--- src/rtl/ins_issuer_if.sv ---
// Command handshake between a producer and the instruction issuer.
interface ins_issuer_if;
  logic        cmd_valid;
  logic        cmd_ready;
  logic [3:0]  cmd_opcode;
  logic [11:0] cmd_address;

  modport master (output cmd_valid, cmd_opcode, cmd_address, input cmd_ready);
  modport slave  (input cmd_valid, cmd_opcode, cmd_address, output cmd_ready);
endinterface

--- src/rtl/ins_issuer.sv ---
// Instruction issuer: buffers {opcode, address} commands in a small FIFO and
// drives them onto insin with a one-cycle loadIR strobe, spacing strobes by
// GAP idle cycles.
module ins_issuer #(
  parameter int DEPTH = 4,
  parameter int GAP   = 1
) (
  input  logic                   clk,
  input  logic                   rst,
  ins_issuer_if.slave            cmd,
  output logic [15:0]            insin,
  output logic                   loadIR,
  output logic [$clog2(DEPTH):0] count,
  output logic                   busy
);
  localparam int AW = $clog2(DEPTH);
  localparam int CW = AW + 1;
  localparam logic [3:0] GAP_LD = (GAP > 0) ? 4'(GAP - 1) : 4'd0;

  typedef enum logic [1:0] {IDLE, ISSUE, HOLD} state_t;

  state_t          state;
  logic [15:0]     mem [DEPTH];
  logic [AW-1:0]   wr_ptr, rd_ptr;
  logic [3:0]      gap_cnt;
  logic            full, empty, push, pop;
  logic [15:0]     head;

  assign full          = (count == CW'(DEPTH));
  assign empty         = (count == '0);
  assign cmd.cmd_ready = !full;
  assign push          = cmd.cmd_valid && !full;
  assign head          = mem[rd_ptr];
  assign busy          = !empty || (state != IDLE);

  // Pop whenever the FSM is about to raise or keep loadIR. An expiring HOLD
  // issues directly so the steady-state pulse period is exactly GAP+1.
  always_comb begin
    pop = 1'b0;
    case (state)
      IDLE:    pop = !empty;
      ISSUE:   pop = (GAP == 0) && !empty;
      HOLD:    pop = (gap_cnt == 4'd0) && !empty;
      default: pop = 1'b0;
    endcase
  end

  // FIFO storage; contents need no reset, pointers and count define validity.
  always_ff @(posedge clk) begin
    if (push) mem[wr_ptr] <= {cmd.cmd_opcode, cmd.cmd_address};
  end

  // Pointers wrap naturally since DEPTH is a power of two.
  always_ff @(posedge clk) begin
    if (rst) begin
      wr_ptr <= '0;
      rd_ptr <= '0;
      count  <= '0;
    end else begin
      if (push) wr_ptr <= wr_ptr + 1'b1;
      if (pop)  rd_ptr <= rd_ptr + 1'b1;
      case ({push, pop})
        2'b10:   count <= count + 1'b1;
        2'b01:   count <= count - 1'b1;
        default: count <= count;
      endcase
    end
  end

  // Issue FSM with registered insin/loadIR; insin only moves when loadIR is set.
  always_ff @(posedge clk) begin
    if (rst) begin
      state   <= IDLE;
      insin   <= 16'h0000;
      loadIR  <= 1'b0;
      gap_cnt <= 4'd0;
    end else begin
      loadIR <= 1'b0;
      case (state)
        IDLE: begin
          if (pop) begin
            insin  <= head;
            loadIR <= 1'b1;
            state  <= ISSUE;
          end
        end
        ISSUE: begin
          if (GAP == 0) begin
            if (pop) begin
              insin  <= head;
              loadIR <= 1'b1;
            end else begin
              state <= IDLE;
            end
          end else begin
            gap_cnt <= GAP_LD;
            state   <= HOLD;
          end
        end
        HOLD: begin
          if (gap_cnt == 4'd0) begin
            if (pop) begin
              insin  <= head;
              loadIR <= 1'b1;
              state  <= ISSUE;
            end else begin
              state <= IDLE;
            end
          end else begin
            gap_cnt <= gap_cnt - 4'd1;
          end
        end
        default: state <= IDLE;
      endcase
    end
  end
endmodule

--- src/flat_wrapper.sv ---
// flat-port wrapper written by rule: the top's interface ports become plain ports
module ins_issuer_flat 
#(
  parameter int DEPTH = 4,
  parameter int GAP   = 1
)
  (clk, rst, insin, loadIR, count, busy, cmd_cmd_valid, cmd_cmd_opcode, cmd_cmd_address, cmd_cmd_ready);
  ins_issuer_if cmd_i ();
  input  logic clk;
  input  logic rst;
  output logic [15:0] insin;
  output logic loadIR;
  output logic [$clog2(DEPTH):0] count;
  output logic busy;
  input wire logic [$bits(cmd_i.cmd_valid)-1:0] cmd_cmd_valid;
  input wire logic [$bits(cmd_i.cmd_opcode)-1:0] cmd_cmd_opcode;
  input wire logic [$bits(cmd_i.cmd_address)-1:0] cmd_cmd_address;
  output wire logic [$bits(cmd_i.cmd_ready)-1:0] cmd_cmd_ready;
  assign cmd_i.cmd_valid = cmd_cmd_valid;
  assign cmd_i.cmd_opcode = cmd_cmd_opcode;
  assign cmd_i.cmd_address = cmd_cmd_address;
  assign cmd_cmd_ready = cmd_i.cmd_ready;
  ins_issuer #(.DEPTH(DEPTH), .GAP(GAP)) u_core (.clk(clk), .rst(rst), .cmd(cmd_i), .insin(insin), .loadIR(loadIR), .count(count), .busy(busy));
endmodule
--- config.mk ---
export PLATFORM = sky130hd
export DESIGN_NAME = ins_issuer_flat
export DESIGN_NICKNAME = d
export VERILOG_FILES = /design/src/rtl/ins_issuer_if.sv /design/src/rtl/ins_issuer.sv /design/src/flat_wrapper.sv
export SDC_FILE = /design/constraint.sdc
export NUM_CORES = 1
export LEC_CHECK = 0
export ABC_AREA = 1
export CORE_AREA = 2 2 101 94
export CTS_BUF_LIST = sky130_fd_sc_hd__clkbuf_8
export DETAILED_ROUTE_END_ITERATION = 7
export DIE_AREA = 0 0 103 96
export SYNTH_ARGS = -nofsm -noshare
export SYNTH_HDL_FRONTEND = slang
export SYNTH_SLANG_ARGS = --single-unit
--- constraint.sdc ---
create_clock -name clk -period 2.78 [get_ports clk]
set_input_delay 0.834 -clock clk [delete_from_list [all_inputs] [get_ports clk]]
set_output_delay 0.834 -clock clk [all_outputs]
set_load 0.005 [all_outputs]
* Yosys cells after proc, flatten, opt, wreduce, memory -nomap -nowiden
Memories as Yosys holds them, arrays and structs flattened. A register that Yosys moved wholly into a read port is not among the register bits. Cells that the tools add are included.
Word-level totals: memories 1, bits in registers 30, input port bits 19, output and inout port bits 22, RAM bits 64, logic and storage cells 54
Cells by class: multiplexer cells 18, reductions and logical operators 15, equality and inequality tests 8, $add $sub $neg 5
Memories:
- u_core.mem | depth 4, width 16, rd ports 1, clocked after Yosys merged registers in 1, wr ports 1, RTL line ins_issuer.sv:23 | logic [15:0] mem [DEPTH];
Operator list (number):
- $mux W16 | 2
- $pmux W16 S2 | 1
- $mux W2 | 4
- $pmux W4 S2 | 1
- $reduce_bool A2 Y1 | 4
- $pmux W2 S3 | 1
- $pmux W3 S2 | 1
- $reduce_and A2 Y1 | 3
- $mux W1 | 5
- $add A2 B1 Y2 const B | 2
- $eq A2 B1 Y1 const B | 2
- $eq A2 B2 Y1 const B | 2
- $logic_not A4 Y1 | 1
- $mux W4 | 1
- $ne A2 B1 Y1 const B | 2
- $pmux W1 S2 | 2
- $sub A4 B1 Y4 const B | 1
- $add A3 B1 Y3 const B | 1
- $eq A3 B3 Y1 const B | 1
- $logic_not A3 Y1 | 1
- $sub A3 B1 Y3 const B | 1
- $logic_and A1 B1 Y1 | 2
- $logic_not A1 Y1 | 2
- $logic_not A2 Y1 | 1
- other kinds (2) | 2

* Depth between registers and ports, before layout
depth in word-level cells 7, mapped depth 14, mapped depth without buffers 14

* Least setup slack after synthesis
No wires, ideal clock.
path kind input-to-reg, from input port cmd_cmd_valid, to memory u_core.mem[0][0], enable pin, arrival 1.701 ns, cell stages on the path 2, setup slack 0.690 ns, buffers on the path 0, data required time 2.391 ns, library setup time 0.389 ns, path through nand2_1 -> nor2_1
Between the ends: longest elaborated chain between the ends 3
RTL lines:
- start, declared | RTL line flat_wrapper.sv:15 | input wire logic [$bits(cmd_i.cmd_valid)-1:0] cmd_cmd_valid;
- $logic_and A1 B1 Y1 | RTL line ins_issuer.sv:32 | assign push = cmd.cmd_valid && !full;
- $mux W1 | RTL line ins_issuer.sv:50 | if (push) mem[wr_ptr] <= {cmd.cmd_opcode, cmd.cmd_address};
- $mux W1 (implied by the code) | RTL line ins_issuer.sv:50
- end, declared | RTL line ins_issuer.sv:23
Every way passes these cells.

==> qor.yml <==
placement:
  hpwl_mm: 4.372
  place_congestion: 0.7782
  dpl_cell_area_mm2: 0.004437
  place.port_buffers: 40
  dpl_worst_slack_ns: 0.3647
  dp.cells: 547
logic_synthesis:
  ys.flop_type: "edfxtp_1"
  synth_edf_count: 64
  synth.distinct_cells: 23
  synth_largest_area_cell: "edfxtp_1"
  synth_top_area_share_pct: 49.42
  ys_top_cells_by_area: "edfxtp_1 49%, dfxtp_1 16%, nor2_1 9.2%"
  synthArstFlopShare_pct: 0
  syn_area_mm2: 0.003889
  seq_area_frac_synth_pct: 65.89
  yosys_warnings: 0
  syn_inst: 389
  ys_seq_elements: 96
  syn_nets: 415
  post_synth.cell_area_avg_um2: 9.997
clock_tree:
  hold_buffers: 0
  cts_buffer_depth: 2
  path_clk_slew_ns: 0.09
  post_cts_resized: 0
  clkLatencyLatePin_ns: 0.35
  cts_tree: "done"
  cts-root-buf: "clkbuf_8"
  cts_inserted_buffers: 9
  post_cts_buffers: 0
  htree_levels: 3
  clock_sink_count: 96
die:
  dieWidth_um: 103
  placementRows: 33
  die_y_um: 96
  ios: 41
  start_util_pct: 44.01
  die_area_mm2: 0.009888
  core_area_mm2: 0.008836
layout:
  finalNetCount: 462
  fin_cells: 563
  design_area_mm2: 0.004656
  num_antenna_cells: 0
  fillCellCount: 851
  final_core_util_pct: 52.69
  area_delta_synth_final_pct: 19.72
  drive_above_1_share_pct: 7.256
setup_path:
  slowest_delay_ns: 0.43
  path_common_cell: "nand2_1"
  crit_chain: "inv_1, ha_1, nand2_1, nand2_1, nand2_4, nand2_1, clkdlybuf4s50_1"
  critPathCapture: "busy"
  worstReg2RegStart: "u_core.gap_cnt[0]"
  reg2reg_setup_slack_ns: 0.74
  worstPathMaxFanout: 3
  reg2reg_to: "u_core.count[2]"
  startpoint: "u_core.gap_cnt[0]"
  cp-end-kind: "output port"
  worstPathRequired_ns: 1.95
  r2r_cells: 13
  start_kind: "flip-flop"
  crit_arrival_ns: 1.79
  cp_slowest_cell: "clkdlybuf4s50_1"
  path_class: "reg2out"
global_routing:
  grt_usage_pct: 15.94
  grt_pass1_vias: 2387
  grt_pass1_wl_mm: 11.70
  antenna_found_initial: 0
  grt_start_max_net_pins: 36
  grt_overflow: 0
timing:
  maxSlewHeadroom_pct: 65.90
  min_period_over_period_pct: 94.38
  fin_skew_ns: 0.007133
  rsz0062_at_grt: "false"
  finalSetupViolations: 0
  worst_slack_ns: 0.1563
  hold_violations: 0
  fin_setup_tns_ns: 0
  drv_slew: 0
  fin_crit_ns: 2.624
  fmax_mhz: 381.1
  hold_slack_ns: 0.4858
  tightest_slew_ns: 0.5108
route:
  route.detailed.drc: 0
  wire_per_inst_um: 12.64
  drt_first_pass_iters: 4
  finalWirelength_mm: 7.118
  dr.first_iter.drc_count: 89
  vias: 2543
  postRouteAntennaNets: 0
  via_per_inst: 4.517
status:
  status: "completed"
min_path:
  hold-path-cell-count: 1
  hold_class: "reg2reg"
pwr:
  seq_power_share_pct: 42.5
  cell_internal_pwr_mw: 2.928
  power_frac_clock_pct: 22.3
  finalPower_mw: 4.444
  switching_share_pct: 34.12
  ir_drop_mv: 0.4762
  comb_power_share_pct: 35.1
  powerDensity_mw_per_mm2: 954.5
  p_switching_mw: 1.516
  p_leak_nw: 1.818
flow_run:
  drv_cap: 0
[metal layers]
metal | GRT usage (%) | up-vias | routed length [um]
met5 | 0 | - | 0
met4 | 7.018 | 0 | 102
met3 | 3.268 | 10 | 253
met2 | 24.84 | 45 | 3218
met1 | 21.63 | 1149 | 3543
li1 | - | 1339 | -
[cell usage after synthesis (2+ instances only)]
library cell	count
or2_0	14
ha_1	6
nor2_1	95
nand2_1	65
or2_2	3
o21ai_1	14
buf_2	6
dfxtp_1	32
edfxtp_1	64
buf_6	2
a21oi_1	11
clkbuf_1	4
inv_1	35
nand3_1	6
o21ai_0	24
[logic make-up (layout without fill, tap and decap cells)]
logic type | Yosys count | count (layout) | synth area share, %
simple gates | 185 | 185 | 19.37
flops | 96 | 96 | 65.89
compound gates | 50 | 50 | 6.532
buf+inv | 50 | 102 | 5.534
fa+ha+maj | 7 | 7 | 2.445
xor+xnor | 1 | 1 | 0.2253
[state kept, by name (all words and copies together), names as in the netlist, named ones only]
register / count
u_core.mem: 64
u_core.insin: 16
u_core.gap_cnt: 4
u_core.count: 3
u_core.rd_ptr: 2
u_core.state: 2
u_core.wr_ptr: 2
u_core.loadIR: 1
[power groups by stage]
stage	logic, mW	clock network (mW)	registers [mW]
2_1_floorplan	1.04	0	1.93
3_3_place_gp	1.56	0	1.92
3_5_place_dp	1.58	0	1.92
4_1_cts	1.59	1.01	1.89
5_1_grt	1.83	1.08	1.92
6_report	1.56	0.993	1.89
[layout by cell type (no fill, tap or decap)]
| master | count |
|---|---|
| dfxtp_1 | 32 |
| inv_2 | 1 |
| o21ai_1 | 14 |
| clkinvlp_4 | 1 |
| xor2_1 | 1 |
| ha_1 | 6 |
| or2_2 | 3 |
| nand2_4 | 1 |
| inv_6 | 1 |
| buf_4 | 10 |
| edfxtp_1 | 64 |
| o21ai_0 | 24 |
| a21oi_2 | 1 |
| nand3_1 | 6 |
| clkbuf_8 | 9 |
| nor2_1 | 95 |
| bufinv_16 | 2 |
| clkdlybuf4s50_1 | 40 |
| a21oi_1 | 11 |
| clkinv_2 | 2 |
| fa_1 | 1 |
| or2_0 | 14 |
| nor3_1 | 1 |
| nand2_1 | 65 |
| clkinv_4 | 1 |
| inv_1 | 35 |
[cell type report]
type / count / area (um^2) / share of cell area (%)
sequential: 96 / 2562 / 55.04
multi-input combinational: 243 / 1111 / 23.86
timing repair buffer: 50 / 475.5 / 10.21
tap: 122 / 152.6 / 3.279
inverter: 36 / 135.1 / 2.902
clock buffer: 9 / 123.9 / 2.661
clock inverter: 7 / 95.09 / 2.042
[worst min-delay path by stage]
stage	startpoint	endpoint
floorplan	u_core.gap_cnt[0]	u_core.gap_cnt[0]
global placement	u_core.gap_cnt[0]	u_core.gap_cnt[0]
detailed placement	u_core.gap_cnt[0]	u_core.gap_cnt[0]
CTS	u_core.gap_cnt[0]	u_core.gap_cnt[0]
global route	u_core.gap_cnt[0]	u_core.gap_cnt[0]
finish	u_core.gap_cnt[0]	u_core.gap_cnt[0]
[critical path: cells and delay by family, from the launching register on]
| family | cells | cell delay [ns] |
|---|---|---|
| buffers and inverters | 2 | 0.50 |
| flip-flops | 1 | 0.37 |
| AND/OR/NAND/NOR | 4 | 0.37 |
| adder cells (fa/ha/maj) | 1 | 0.20 |
Note: power is estimated with default switching activity, not from simulation.
